File: src/rtl/imm_gen_pipe_pkg.sv
// Shared opcode constants and output format codes for the immediate generator.
package imm_gen_pipe_pkg;

  localparam int FMT_W = 3;

  typedef enum logic [FMT_W-1:0] {
    FMT_NONE = 3'd0,
    FMT_I    = 3'd1,
    FMT_S    = 3'd2,
    FMT_B    = 3'd3,
    FMT_U    = 3'd4,
    FMT_J    = 3'd5
  } fmt_e;

  localparam logic [6:0] OP_LOAD   = 7'b0000011;
  localparam logic [6:0] OP_IMM    = 7'b0010011;
  localparam logic [6:0] OP_JALR   = 7'b1100111;
  localparam logic [6:0] OP_IMM_32 = 7'b0011011;
  localparam logic [6:0] OP_STORE  = 7'b0100011;
  localparam logic [6:0] OP_BRANCH = 7'b1100011;
  localparam logic [6:0] OP_LUI    = 7'b0110111;
  localparam logic [6:0] OP_AUIPC  = 7'b0010111;
  localparam logic [6:0] OP_JAL    = 7'b1101111;

endpackage

File: src/rtl/imm_gen_pipe_if.sv
// Producer/consumer handshake bundle around the immediate generator FIFO.
interface imm_gen_pipe_if
  import imm_gen_pipe_pkg::*;
#(
  parameter int XLEN  = 64,
  parameter int TAG_W = 4
);

  logic             in_valid;
  logic             in_ready;
  logic [31:0]      in_instr;
  logic [TAG_W-1:0] in_tag;
  logic             out_valid;
  logic             out_ready;
  logic [XLEN-1:0]  out_imm;
  fmt_e             out_fmt;
  logic             out_illegal;
  logic [TAG_W-1:0] out_tag;

  modport master (
    output in_valid, in_instr, in_tag, out_ready,
    input  in_ready, out_valid, out_imm, out_fmt,
    input  out_illegal, out_tag
  );

  modport slave (
    input  in_valid, in_instr, in_tag, out_ready,
    output in_ready, out_valid, out_imm, out_fmt,
    output out_illegal, out_tag
  );

endinterface

File: src/rtl/imm_gen_pipe_decode.sv
// Combinational RV immediate decode (instr -> imm, fmt, illegal).
// IMMGEN_BJ_SHIFT_EN selects byte (defined) or half-word B/J offsets.
module imm_decode
  import imm_gen_pipe_pkg::*;
#(
  parameter int XLEN = 64
) (
  input  logic [31:0]     instr,
  output logic [XLEN-1:0] imm,
  output fmt_e            fmt,
  output logic            illegal
);

  logic [31:0] imm32;
  logic        s;

  assign s       = instr[31];
  assign illegal = (instr[1:0] != 2'b11);

  always_comb begin
    fmt = FMT_NONE;
    unique case (instr[6:0])
      OP_LOAD,
      OP_IMM,
      OP_JALR:   fmt = FMT_I;
      OP_IMM_32: fmt = (XLEN == 64) ? FMT_I : FMT_NONE;
      OP_STORE:  fmt = FMT_S;
      OP_BRANCH: fmt = FMT_B;
      OP_LUI,
      OP_AUIPC:  fmt = FMT_U;
      OP_JAL:    fmt = FMT_J;
      default:   fmt = FMT_NONE;
    endcase
  end

  always_comb begin
    imm32 = '0;
    unique case (fmt)
      FMT_I: imm32 = {{20{s}}, instr[31:20]};
      FMT_S: imm32 = {{20{s}}, instr[31:25], instr[11:7]};
      FMT_U: imm32 = {instr[31:12], 12'h000};
`ifdef IMMGEN_BJ_SHIFT_EN
      FMT_B: imm32 = {{19{s}}, s, instr[7], instr[30:25],
                      instr[11:8], 1'b0};
      FMT_J: imm32 = {{11{s}}, s, instr[19:12], instr[20],
                      instr[30:21], 1'b0};
`else
      FMT_B: imm32 = {{20{s}}, s, instr[7], instr[30:25],
                      instr[11:8]};
      FMT_J: imm32 = {{12{s}}, s, instr[19:12], instr[20],
                      instr[30:21]};
`endif
      default: imm32 = '0;
    endcase
  end

  assign imm = XLEN'($signed(imm32));

endmodule

File: src/rtl/imm_gen_pipe.sv
// Immediate generator: decode on entry, then a two-entry registered FIFO.
// Optional IMMGEN_BJ_SHIFT_EN makes B/J immediates byte offsets.
module imm_gen_pipe
  import imm_gen_pipe_pkg::*;
#(
  parameter int XLEN  = 64,
  parameter int TAG_W = 4
) (
  input  logic          clk,
  input  logic          reset_n,
  input  logic          flush,
  imm_gen_pipe_if.slave bus
);

  logic [XLEN-1:0]  dec_imm;
  fmt_e             dec_fmt;
  logic             dec_ill;

  logic [XLEN-1:0]  imm_q [2];
  logic [XLEN-1:0]  imm_d [2];
  fmt_e             fmt_q [2];
  fmt_e             fmt_d [2];
  logic             ill_q [2];
  logic             ill_d [2];
  logic [TAG_W-1:0] tag_q [2];
  logic [TAG_W-1:0] tag_d [2];

  logic             head_q, head_d;
  logic             tail_q, tail_d;
  logic [1:0]       count_q, count_d;

  logic [XLEN-1:0]  out_imm_q, out_imm_d;
  fmt_e             out_fmt_q, out_fmt_d;
  logic             out_ill_q, out_ill_d;
  logic [TAG_W-1:0] out_tag_q, out_tag_d;

  logic             push, pop;

  imm_decode #(.XLEN(XLEN)) u_dec (
    .instr   (bus.in_instr),
    .imm     (dec_imm),
    .fmt     (dec_fmt),
    .illegal (dec_ill)
  );

  assign bus.in_ready    = (count_q != 2'd2);
  assign bus.out_valid   = (count_q != 2'd0);
  assign bus.out_imm     = out_imm_q;
  assign bus.out_fmt     = out_fmt_q;
  assign bus.out_illegal = out_ill_q;
  assign bus.out_tag     = out_tag_q;

  assign push = bus.in_valid && bus.in_ready;
  assign pop  = bus.out_valid && bus.out_ready;

  always_comb begin
    imm_d   = imm_q;
    fmt_d   = fmt_q;
    ill_d   = ill_q;
    tag_d   = tag_q;
    head_d  = head_q;
    tail_d  = tail_q;
    count_d = count_q;
    if (flush) begin
      head_d  = 1'b0;
      tail_d  = 1'b0;
      count_d = 2'd0;
    end else begin
      if (push) begin
        imm_d[tail_q] = dec_imm;
        fmt_d[tail_q] = dec_fmt;
        ill_d[tail_q] = dec_ill;
        tag_d[tail_q] = bus.in_tag;
        tail_d        = ~tail_q;
      end
      if (pop) head_d = ~head_q;
      count_d = count_q + {1'b0, push} - {1'b0, pop};
    end
  end

  // Output registers follow the next head; they hold when the FIFO empties.
  always_comb begin
    out_imm_d = out_imm_q;
    out_fmt_d = out_fmt_q;
    out_ill_d = out_ill_q;
    out_tag_d = out_tag_q;
    if (count_d != 2'd0) begin
      out_imm_d = imm_d[head_d];
      out_fmt_d = fmt_d[head_d];
      out_ill_d = ill_d[head_d];
      out_tag_d = tag_d[head_d];
    end
  end

  always_ff @(posedge clk or negedge reset_n) begin
    if (!reset_n) begin
      imm_q     <= '{default: '0};
      fmt_q     <= '{default: FMT_NONE};
      ill_q     <= '{default: 1'b0};
      tag_q     <= '{default: '0};
      head_q    <= 1'b0;
      tail_q    <= 1'b0;
      count_q   <= 2'd0;
      out_imm_q <= '0;
      out_fmt_q <= FMT_NONE;
      out_ill_q <= 1'b0;
      out_tag_q <= '0;
    end else begin
      imm_q     <= imm_d;
      fmt_q     <= fmt_d;
      ill_q     <= ill_d;
      tag_q     <= tag_d;
      head_q    <= head_d;
      tail_q    <= tail_d;
      count_q   <= count_d;
      out_imm_q <= out_imm_d;
      out_fmt_q <= out_fmt_d;
      out_ill_q <= out_ill_d;
      out_tag_q <= out_tag_d;
    end
  end

endmodule

File: src/flat_wrapper.sv
// flat-port wrapper written by rule: the top's interface ports become plain ports
module imm_gen_pipe_flat import imm_gen_pipe_pkg::*;
#(
  parameter int XLEN  = 64,
  parameter int TAG_W = 4
)
  (clk, reset_n, flush, bus_in_valid, bus_in_instr, bus_in_tag, bus_out_ready, bus_in_ready, bus_out_valid, bus_out_imm, bus_out_fmt, bus_out_illegal, bus_out_tag);
  imm_gen_pipe_if #(.XLEN(XLEN), .TAG_W(TAG_W)) bus_i ();
  input  logic clk;
  input  logic reset_n;
  input  logic flush;
  input wire logic [$bits(bus_i.in_valid)-1:0] bus_in_valid;
  input wire logic [$bits(bus_i.in_instr)-1:0] bus_in_instr;
  input wire logic [$bits(bus_i.in_tag)-1:0] bus_in_tag;
  input wire logic [$bits(bus_i.out_ready)-1:0] bus_out_ready;
  output wire logic [$bits(bus_i.in_ready)-1:0] bus_in_ready;
  output wire logic [$bits(bus_i.out_valid)-1:0] bus_out_valid;
  output wire logic [$bits(bus_i.out_imm)-1:0] bus_out_imm;
  output wire logic [$bits(bus_i.out_fmt)-1:0] bus_out_fmt;
  output wire logic [$bits(bus_i.out_illegal)-1:0] bus_out_illegal;
  output wire logic [$bits(bus_i.out_tag)-1:0] bus_out_tag;
  assign bus_i.in_valid = bus_in_valid;
  assign bus_i.in_instr = bus_in_instr;
  assign bus_i.in_tag = bus_in_tag;
  assign bus_i.out_ready = bus_out_ready;
  assign bus_in_ready = bus_i.in_ready;
  assign bus_out_valid = bus_i.out_valid;
  assign bus_out_imm = bus_i.out_imm;
  assign bus_out_fmt = bus_i.out_fmt;
  assign bus_out_illegal = bus_i.out_illegal;
  assign bus_out_tag = bus_i.out_tag;
  imm_gen_pipe #(.XLEN(XLEN), .TAG_W(TAG_W)) u_core (.clk(clk), .reset_n(reset_n), .flush(flush), .bus(bus_i));
endmodule
File: config.mk
export PLATFORM = sky130hd
export DESIGN_NAME = imm_gen_pipe_flat
export DESIGN_NICKNAME = d
export VERILOG_FILES = /design/src/rtl/imm_gen_pipe_pkg.sv /design/src/rtl/imm_gen_pipe_if.sv /design/src/rtl/imm_gen_pipe_decode.sv /design/src/rtl/imm_gen_pipe.sv /design/src/flat_wrapper.sv
export SDC_FILE = /design/constraint.sdc
export NUM_CORES = 1
export LEC_CHECK = 0
export BUFFER_PORTS_ARGS = -buffer_cell sky130_fd_sc_hd__buf_2
export CELL_PAD_IN_SITES_DETAIL_PLACEMENT = 0
export CELL_PAD_IN_SITES_GLOBAL_PLACEMENT = 1
export CORE_MARGIN = 3
export CORE_UTILIZATION = 43
export DETAILED_ROUTE_END_ITERATION = 16
export GPL_TIMING_DRIVEN = 0
export PLACE_DENSITY_LB_ADDON = 0.1
export SLEW_MARGIN = 5
export SYNTH_ARGS = -nofsm -noshare
export SYNTH_HDL_FRONTEND = slang
export SYNTH_HIERARCHICAL = 1
export SYNTH_SLANG_ARGS = --single-unit
File: constraint.sdc
create_clock -name clk -period 2.7 [get_ports clk]
set_input_delay 0.405 -clock clk [delete_from_list [all_inputs] [get_ports clk]]
set_output_delay 0.405 -clock clk [all_outputs]
set_load 0.005 [all_outputs]
==> results of run 1 <==
## placed cells by master (no fill, tap or decap), drive strengths merged, types with 2 or more instances in the layout
cell type and instances:
clkinv 10, a2111oi 72, a21oi 3, inv 80, o31a 73, a21o 86
bufinv 3, clkbuf 78, a22oi 5, nand3 5, nand2 79, nand2b 4
nor2b 5, a22o 5, o21ai 74, buf 240, nor3 6, o31ai 72
ha 2, o221a 72, a221o 11, nand4 72, dfrtp 220, nor2 12
## logic make-up after synthesis
logic type,Yosys count
xor+xnor,3
flops,220
compound gates,480
buf+inv,242
simple gates,189
fa+ha+maj,2
## sequential cells by signal (all words and copies together) (netlist names)
| register | count |
|---|---|
| u_core/ill_q | 2 |
| u_core/bus.out_fmt | 3 |
| u_core/bus.out_tag | 4 |
| u_core/tail_q | 1 |
| u_core/head_q | 1 |
| u_core/imm_q | 128 |
| u_core/count_q | 2 |
| u_core/tag_q | 8 |
| u_core/bus.out_illegal | 1 |
| u_core/fmt_q | 6 |
| u_core/bus.out_imm | 64 |
## path summary, 6_finish.rpt
check,startpoint,endpoint,slack [ns]
worst max-delay path,u_core/count_q[1]$_DFF_PN0_,u_core/bus.out_imm[29]$_DFFE_PN0P_,0.11
worst min-delay path,bus_in_tag[1],u_core/tag_q[1]$_DFF_PN0_,0.14
worst max register to register,u_core/count_q[1]$_DFF_PN0_,u_core/bus.out_imm[29]$_DFFE_PN0P_,0.11
worst min register to register,u_core/bus.out_imm[4]$_DFFE_PN0P_,u_core/bus.out_imm[4]$_DFFE_PN0P_,0.47
max in group asynchronous,reset_n,u_core/bus.out_imm[39]$_DFFE_PN0P_,1.20
min in group asynchronous,reset_n,u_core/bus.out_imm[6]$_DFFE_PN0P_,0.50
## per-layer routing
metal  global-route usage (%)  routed length (um)  up-vias
met5                        0                  41        -
met4                     5.80                 679        6
met3                     3.72                1780       48
met2                     38.3               16300      267
met1                     36.8               18200     4967
li1                         -                   -     4662
## metrics by stage
| stage | cell area (um2) | setup WS, ns | hold WS, ns | setup TNS (ns) | cells |
|---|---|---|---|---|---|
| 6_report | 14000 | 0.108 | 0.135 | 0 | 1647 |
| 5_1_grt | 14000 | -0.00476 | 0.150 | -0.0120 | 1647 |
| 4_1_cts | 13900 | 0.0234 | 0.121 | 0 | 1644 |
| 3_5_place_dp | 12900 | -0.811 | 0.463 | -60.88 | 1591 |
| 3_3_place_gp | 12800 | -2.87 | 0.457 | -688.01 | 1589 |
| 2_1_floorplan | 11800 | 0.0878 | 0.109 | 0 | 1136 |
## timing repair
action	CTS	global route
resized for setup	26	23
buffers inserted	4	4
pin swaps	0	1
endpoints found under the setup margin	72	80
hold endpoints to repair	108	0
hold buffers	1	0
cloned	1	1
## area by class of cell
cell class,instances,area share [%]
buffer,159,6.89
multi-input combinational,674,36.9
clock inverter,13,0.999
clock buffer,35,5.46
tap,341,3.04
sequential,220,39.3
inverter,80,2.18
timing repair buffer,125,5.28
## power by group
part           internal (mW)  switching (mW)  leakage [nW]
registers               3.95           0.256          2.99
logic                   2.11            3.23          3.27
clock network           2.26            1.44         0.460
total                   8.33            4.93          6.72
## worst register-to-register path: cells and delay by family (launching register included)
kind | cells | cell delay [ns]
AO/OA/AOI/OAI | 2 | 0.31
XOR/XNOR | 1 | 0.24
adder cells (fa/ha/maj) | 2 | 0.42
buffers and inverters | 6 | 0.80
flip-flops | 1 | 0.40
AND/OR/NAND/NOR | 3 | 0.31
==> metrics.csv, run 1 <==
stage;metric;value;unit
drt;via count;9950;
logic_synthesis;largest family of logic cells by synthesized area;compound AO/OA/AOI/OAI gates;
setup_path;R2R cell count;14;
setup_path;top cell family by delay on the critical path;buffers and inverters;
logic_synthesis;Syn Area/Cell;10.4;um2
layout;Util after Layout;51.9;%
global_route;largest net degree at the start of global routing;113;
drt;Iteration-0 DRC Markers;912;
floorplan;die area;29500;um2
clocking;clk sinks;220;
global_route;initial antenna violation count;3;
sta;Slew Viols, Final;0;
setup_path;CP max stage cell;dfrtp_1;
sta;setup violators final;0;
layout;# diodes;0;
logic_synthesis;Ys Warns;6;
logic_synthesis;async set-reset flop share out of synthesis;100;%
logic_synthesis;Post-synth top cells;dfrtp_1, a21o_1, nand2_1, inv_1, o31a_1;
setup_path;critical path endpoint category;flop;
logic_synthesis;post-synth net total;1179;
floorplan;Starting Density;43.8;%
clocking;CTS root buffer;clkbuf_16;
clocking;Bufs on Longest Clock Path;3;
layout;synth-to-layout area growth;18.6;%
logic_synthesis;number of synthesized flops with an enable pin;0;
floorplan;row count;60;
setup_path;WP data arrival;3.01;ns
layout;nets@finish;1329;
logic_synthesis;Post-Synth Simple-Gate Area;8.64;%
sta;worst clock skew;0.0111;ns
power_and_ir_drop;Max IR drop VDD;0.538;mV
logic_synthesis;post-synthesis mux area share;0;%
sta;relative slew slack;28.4;%
sta;Final min period;2.59;ns
setup_path;cell chain of the critical path;nor2b_4 > buf_12 > inv_6 > nand2_1 > ha_1 > inv_1 > ha_1 > xor3_1 > o21bai_2 > buf_6 > clkbuf_16 > buf_6 > nand2_1 > o31ai_1;
drt;Pre-Repair DR Iteration Count;5;
layout;area of the multi-input gates;5170;um2
sta;Max Freq;0.386;GHz
logic_synthesis;Syn Inst Count;1136;
drt;# DRC;0;
power_and_ir_drop;P_leak;6.72;nW
logic_synthesis;Cell variety after synth;54;
clocking;number of H-tree levels;1;
logic_synthesis;Seq/Total Area, Yosys;46.6;%
power_and_ir_drop;PwrDens;945;nW/um2
sta;Slew @ Worst Pin;1.07;ns
setup_path;CP peak stage delay;0.40;ns
clocking;CTS tree;yes;
setup_path;kind of critical path;reg2reg;
placed_design;HPWL Detailed;24800;um
status;outcome;completed;
setup_path;Req. time, crit path;3.12;ns
drt;ANT nets after route;0;
setup_path;Buf+Inv Stages, Crit Path;6;
floorplan;core region area;27000;um2
clocking;Reg clk slew, reported paths;0.06;ns
layout;Fill cells;2560;
placed_design;RD Place Congestion;0.831;
layout;fraction of layout cells with a size suffix above 1;28.0;%
min_path;HP Class;in2reg;
global_route;first-pass GRT wire length;57700;um
logic_synthesis;Post-Synth Adder-Cell Area;0.212;%
setup_path;CP Depth;14;
clocking;total CTS buffers;26;
global_route;GR Overflow Total;0;
logic_synthesis;most used flip-flop cell after synthesis;dfrtp_1;
layout;Storage cell area;5510;um2
setup_path;crit-path max FO;11;
floorplan;Vert. Die Dim;172;um
min_path;worst hold stages;2;
sta;final period utilization;96.0;%
floorplan;die width;172;um
logic_synthesis;cell taking the most area after synthesis;dfrtp_1;
logic_synthesis;count leader, synth;dfrtp_1;
drt;Wirelength per Cell;22.4;um
global_route;Total GRT Usage;24.8;%
logic_synthesis;post-synthesis compound-gate area fraction;34.1;%
logic_synthesis;ranking of synthesized cells by area;dfrtp_1, a21o_1, o31a_1;
floorplan;io pins;115;
logic_synthesis;Synth Area in XOR/XNOR;0.413;%
logic_synthesis;Yosys top cell area share;46.6;%
placed_design;IO buf count;112;
sta;Final Hold Vio Count;0;
setup_path;Startpoint Class;flop;
global_route;vias in the first global route;10000;
logic_synthesis;register bit count reported by yosys;220;
logic_synthesis;post-synthesis instance area;11800;um2
clocking;Clock Latency Late Sink;0.54;ns
run;Max-Cap Viols;0;
power_and_ir_drop;overall power;13.3;mW
drt;Via density;6.04;
drt;WL final;36900;um
(Power assumes the default switching activity.)
==> inputs of run 2 (changes only) <==
- ABC_CLOCK_PERIOD_IN_PS: unset -> 2400
- CORE_UTILIZATION: 43 -> 45
- clock period: 2.7 -> 2.4 ns (I/O delays scaled with it)
==> run 2 against run 1 <==
The flow now finishes with violations (setup timing). Combinational power up 61%. Sequential share of layout area fell by 3.7 points. Flip-flop and latch count unchanged. Final cell count increased by 0.55%. Total power is 34% higher. Routed wire length grew 5.4%. Non-clock buffer count is 21 higher. Via count increased by 4.9%.
==> metrics.csv, run 2 (synthesized netlist as in run 1, its figures left out) <==
stage;metric;value;unit
floorplan;die width;168;um
setup_path;Startpoint Class;flop;
floorplan;core region area;25500;um2
global_route;GR Overflow Total;0;
floorplan;row count;58;
placed_design;RD Place Congestion;0.864;
floorplan;Vert. Die Dim;168;um
sta;Final Hold Vio Count;0;
layout;# diodes;0;
setup_path;kind of critical path;reg2reg;
floorplan;die area;28300;um2
clocking;Bufs on Longest Clock Path;3;
drt;Iteration-0 DRC Markers;863;
placed_design;IO buf count;112;
status;outcome;complete, but fails checks;
drt;Wirelength per Cell;23.5;um
floorplan;io pins;115;
clocking;total CTS buffers;25;
layout;fraction of layout cells with a size suffix above 1;37.1;%
sta;final worst slack;-0.0750;ns
sta;Fin Hold WS;0.0905;ns
floorplan;Starting Density;46.4;%
sta;Slew Viols, Final;0;
setup_path;Req. time, crit path;2.85;ns
clocking;CTS tree;yes;
global_route;first-pass GRT wire length;60000;um
global_route;Total GRT Usage;26.3;%
sta;relative slew slack;37.5;%
layout;most frequent cells in the layout;dfrtp_1, buf_2, a21o_1;
clocking;CTS root buffer;clkbuf_16;
clocking;number of H-tree levels;1;
global_route;initial antenna violation count;4;
layout;synth-to-layout area growth;30.8;%
drt;# DRC;0;
sta;Max Freq;0.404;GHz
clocking;Reg clk slew, reported paths;0.06;ns
drt;Pre-Repair DR Iteration Count;5;
clocking;clk sinks;220;
run;Max-Cap Viols;0;
min_path;HP Class;in2reg;
sta;final period utilization;103;%
sta;Final min period;2.47;ns
layout;most common cell after layout, fill and taps aside;dfrtp_1;
drt;via count;10400;
sta;setup violators final;31;
global_route;vias in the first global route;10200;
clocking;Clock Latency Late Sink;0.54;ns
placed_design;HPWL Detailed;24700;um
setup_path;crit-path max FO;5;
layout;nets@finish;1350;
layout;Reg with most FFs;u_core/imm_q;
sta;RSZ-0062 raised after global routing;yes;
setup_path;critical path endpoint category;flop;
sta;Slew @ Worst Pin;0.913;ns
status;violated checks;setup timing;
power_and_ir_drop;Max IR drop VDD;0.895;mV
layout;max reg flops;128;
power_and_ir_drop;PwrDens;1150;nW/um2
power_and_ir_drop;P_leak;7.30;nW
placed_design;DP Worst Slack;-0.735;ns
drt;WL final;38900;um
drt;Via density;6.31;
drt;ANT nets after route;0;
setup_path;WP data arrival;2.92;ns
sta;worst clock skew;0.0119;ns
global_route;largest net degree at the start of global routing;110;
## run 2: cell types whose count changed in the layout (fill, tap and decap cells not counted), sizes merged
cell / change
buf: +17
bufbuf: +1
bufinv: +2
clkbuf: -1
clkinv: -3
clkinvlp: +2
inv: +1
o31a: +1
## run 2: per-layer routing
| layer | track usage (%) | part of all wire, % |
|---|---|---|
| met2 | 39.3 | 46 |
| met3 | 4.25 | 5.7 |
| met5 | 0 | 0.16 |
| met1 | 40.0 | 46 |
| met4 | 6.72 | 1.9 |
## run 2: power by group
| part | switching, mW | leakage (nW) | internal (mW) | total [mW] |
|---|---|---|---|---|
| Combinational | 4.78 | 3.85 | 3.82 | 8.60 |
| Clock | 1.64 | 0.454 | 2.63 | 4.27 |
| Sequential | 0.405 | 2.99 | 4.45 | 4.85 |
## run 2: worst max-delay path, cell delays in order (launching register included)
cell	delay (ns)
dfrtp_2	0.44
nor2b_4	0.15
buf_12	0.13
inv_12	0.03
nand2_8	0.06
ha_4	0.19
inv_2	0.06
ha_4	0.12
xor3_1	0.21
o21bai_1	0.19
buf_6	0.15
buf_6	0.12
buf_12	0.15
buf_12	0.12
clkbuf_16	0.15
nand2_4	0.04
o31ai_2	0.05
## run 2: layout make-up
cell class	instances	area, um2
Buffer	158	1060
Clock buffer	31	708
Clock inverter	15	213
Fill cell	2158	10000
Inverter	80	313
Multi-Input combinational cell	675	6100
Sequential cell	220	5510
Tap cell	330	413
Timing Repair Buffer	147	1150
## run 2: path summary, 6_finish.rpt
| check | startpoint | endpoint | slack (ns) | cells past startpoint |
|---|---|---|---|---|
| setup reg to reg | u_core/count_q[0]$_DFF_PN0_ | u_core/bus.out_tag[1]$_DFFE_PN0P_ | -0.07 | 16 |
| setup / recovery | u_core/count_q[0]$_DFF_PN0_ | u_core/bus.out_tag[1]$_DFFE_PN0P_ | -0.07 | 16 |
| hold reg to reg | u_core/bus.out_imm[54]$_DFFE_PN0P_ | u_core/bus.out_imm[54]$_DFFE_PN0P_ | 0.47 | 2 |
| max in group asynchronous | reset_n | u_core/count_q[0]$_DFF_PN0_ | 0.92 | 4 |
| hold / removal | bus_in_tag[3] | u_core/tag_q[3]$_DFF_PN0_ | 0.09 | 2 |
| min in group asynchronous | reset_n | u_core/bus.out_imm[4]$_DFFE_PN0P_ | 0.31 | 2 |
## run 2: repair_timing
action	CTS	global route
hold buffers	1	0
endpoints found under the setup margin	142	72
pin swaps	6	40
cloned	5	7
setup buffers	14	8
resized for setup	94	180
hold endpoints to repair	45	0
## run 2: per-stage QoR
step | TNS (ns) | area (um2) | cells | total power [mW] | utilization [%]
floorplan | -0.961 | 11900 | 1136 | 8.38 | -
global placement | -750.17 | 12800 | 1578 | 10.3 | 50.4
detailed placement | -79.22 | 12900 | 1580 | 10.4 | 50.6
CTS | -1.52 | 14500 | 1644 | 16.1 | 57.1
global route | -6.68 | 15500 | 1656 | 18.6 | 60.7
finish | -1.30 | 15500 | 1656 | 17.7 | 60.7
==> inputs of run 3 (changes only) <==
- SKIP_CTS_REPAIR_TIMING: unset -> 1
==> run 3 against run 2 <==
The run still ends with setup timing left. Critical path type unchanged. Largest power group unchanged. Non-clock buffer count decreased by 10. Clock skew barely moved. Die area did not move. Total power down 3.3%. Largest cell class unchanged. Final area fell by 1.9%. Combinational power is 6.5% lower. Worst setup slack worse by 0.097 ns. Utilization down 1.1 points. Hold slack better by 0.0059 ns.
==> metrics.csv, run 3 (synthesized netlist as in run 1, its figures left out) <==
stage;metric;value;unit
layout;synth-to-layout area growth;28.3;%
power_and_ir_drop;PwrDens;1130;nW/um2
setup_path;critical path endpoint category;flop;
layout;Final Cell Area;15200;um2
layout;Util after Layout;59.6;%
clocking;Reg clk slew, reported paths;0.06;ns
drt;Iteration-0 DRC Markers;803;
status;violated checks;setup timing;
placed_design;DP Worst Slack;-0.735;ns
run;Max-Cap Viols;0;
sta;relative slew slack;17.2;%
sta;RSZ-0062 raised after global routing;yes;
clocking;clk sinks;220;
placed_design;dpl cell area;12900;um2
global_route;first-pass GRT wire length;58600;um
global_route;Total GRT Usage;25.7;%
power_and_ir_drop;Clk network pwr share;24.8;%
power_and_ir_drop;combinational cell fraction of total power;46.9;%
clocking;Clock Latency Late Sink;0.54;ns
power_and_ir_drop;Max IR drop VDD;0.891;mV
global_route;GR Overflow Total;0;
floorplan;die area;28300;um2
clocking;total CTS buffers;25;
setup_path;Startpoint Class;flop;
drt;Via density;6.25;
power_and_ir_drop;sequential power share;28.3;%
clocking;CTS tree;yes;
placed_design;HPWL Detailed;24700;um
global_route;largest net degree at the start of global routing;110;
sta;worst clock skew;0.0116;ns
floorplan;Vert. Die Dim;168;um
sta;setup violators final;72;
setup_path;Req. time, crit path;2.83;ns
layout;Reg with most FFs;u_core/imm_q;
layout;nets@finish;1339;
setup_path;WP data arrival;3.00;ns
clocking;Bufs on Longest Clock Path;3;
drt;Pre-Repair DR Iteration Count;5;
layout;# diodes;0;
layout;final non-filler cell total;1645;
sta;final period utilization;107;%
power_and_ir_drop;internal power;10.6;mW
sta;Max Freq;0.389;GHz
floorplan;Starting Density;46.4;%
layout;most frequent cells in the layout;dfrtp_1, buf_2, a21o_1;
sta;Slew Viols, Final;0;
floorplan;die width;168;um
drt;ANT nets after route;0;
status;outcome;complete, but fails checks;
layout;fraction of layout cells with a size suffix above 1;36.4;%
global_route;vias in the first global route;9963;
drt;Wirelength per Cell;23.1;um
layout;most common cell after layout, fill and taps aside;dfrtp_1;
floorplan;core region area;25500;um2
global_route;initial antenna violation count;4;
drt;WL met1;17700;um
clocking;CTS root buffer;clkbuf_16;
drt;via count;10300;
sta;Final Hold Vio Count;0;
layout;max reg flops;128;
placed_design;# placed instances;1580;
placed_design;IO buf count;112;
min_path;HP Class;in2reg;
power_and_ir_drop;Sw Ratio;38.3;%
power_and_ir_drop;P_leak;7.19;nW
sta;Slew @ Worst Pin;1.21;ns
setup_path;kind of critical path;reg2reg;
sta;Final min period;2.57;ns
drt;uppermost layer routed;met5;
setup_path;crit-path max FO;6;
drt;WL final;38100;um
power_and_ir_drop;overall power;17.1;mW
sta;final worst slack;-0.172;ns
drt;DR WL met2;17200;um
drt;Met3 Routed Length;2150;um
clocking;number of H-tree levels;1;
floorplan;row count;58;
placed_design;RD Place Congestion;0.864;
power_and_ir_drop;Psw;6.56;mW
drt;# DRC;0;
floorplan;io pins;115;
==> run 3: cell count changes in the layout (fill, tap and decap cells not counted), moves of 4 or more <==
cell / before / now
o31ai_2: 21 / 33
nand2_2: 10 / 20
buf_8: 11 / 6
a2111oi_0: 23 / 38
a2111oi_1: 29 / 17
buf_12: 8 / 12
nand2_4: 35 / 31
clkbuf_1: 34 / 38
buf_6: 13 / 8
clkbuf_2: 4 / 0
nand2_1: 33 / 27
o31ai_4: 32 / 22
==> run 3: through the flow <==
step	setup TNS, ns	hold slack, ns
after detailed placement	-79.22	0.281
after CTS	-48.24	-0.278
after global routing	-17.37	0.0875
after floorplan	-0.961	0.0644
final	-9.97	0.0965
after global placement	-750.17	0.457
==> run 3: final cells by class <==
class / instances / area [um2]
flip-flops and latches: 220 / 5510
plain buffers: 160 / 1090
clock inverters: 15 / 213
multi-input cells: 674 / 5950
repair buffers: 135 / 986
inverters: 80 / 313
well taps: 330 / 413
fillers: 2189 / 10300
clock buffers: 31 / 708
==> run 3: worst max-delay path: stages, from the launching register on <==
cell and delay (ns):
dfrtp_1 0.42, nor2b_4 0.17, buf_12 0.14, clkinv_8 0.05
nand2_8 0.05, ha_4 0.26, inv_2 0.04, ha_4 0.15
xor3_1 0.35, o21bai_1 0.19, buf_6 0.20, buf_12 0.18
buf_12 0.15, nand2_2 0.06, o31ai_2 0.06
==> run 3: final timing paths <==
kind                                                 endpoint                          startpoint  slack [ns]  cells past startpoint
setup reg to reg           u_core/bus.out_imm[40]$_DFFE_PN0P_         u_core/count_q[1]$_DFF_PN0_       -0.17                     14
setup / recovery           u_core/bus.out_imm[40]$_DFFE_PN0P_         u_core/count_q[1]$_DFF_PN0_       -0.17                     14
max in group asynchronous  u_core/bus.out_imm[41]$_DFFE_PN0P_                             reset_n        0.96                      4
min in group asynchronous   u_core/bus.out_imm[4]$_DFFE_PN0P_                             reset_n        0.31                      2
hold / removal                      u_core/tag_q[1]$_DFF_PN0_                       bus_in_tag[1]         0.1                      2
hold reg to reg            u_core/bus.out_imm[54]$_DFFE_PN0P_  u_core/bus.out_imm[54]$_DFFE_PN0P_        0.47                      2
==> run 3: per-layer routing <==
layer / GRT usage [%] / up-vias
li1: - / 4720
met1: 39.7 / 5209
met2: 37.7 / 284
met3: 3.99 / 66
met4: 6.94 / 8
met5: 0 / -
==> run 3: power groups by stage <==
stage                     Combinational (mW)  Clock (mW)  Sequential [mW]
after floorplan                         3.57           0             4.82
after global placement                  5.53           0             4.77
after detailed placement                5.56           0             4.81
after CTS                               5.61        4.33             4.74
after global routing                    8.59        4.50             4.94
final                                   8.04        4.25             4.85
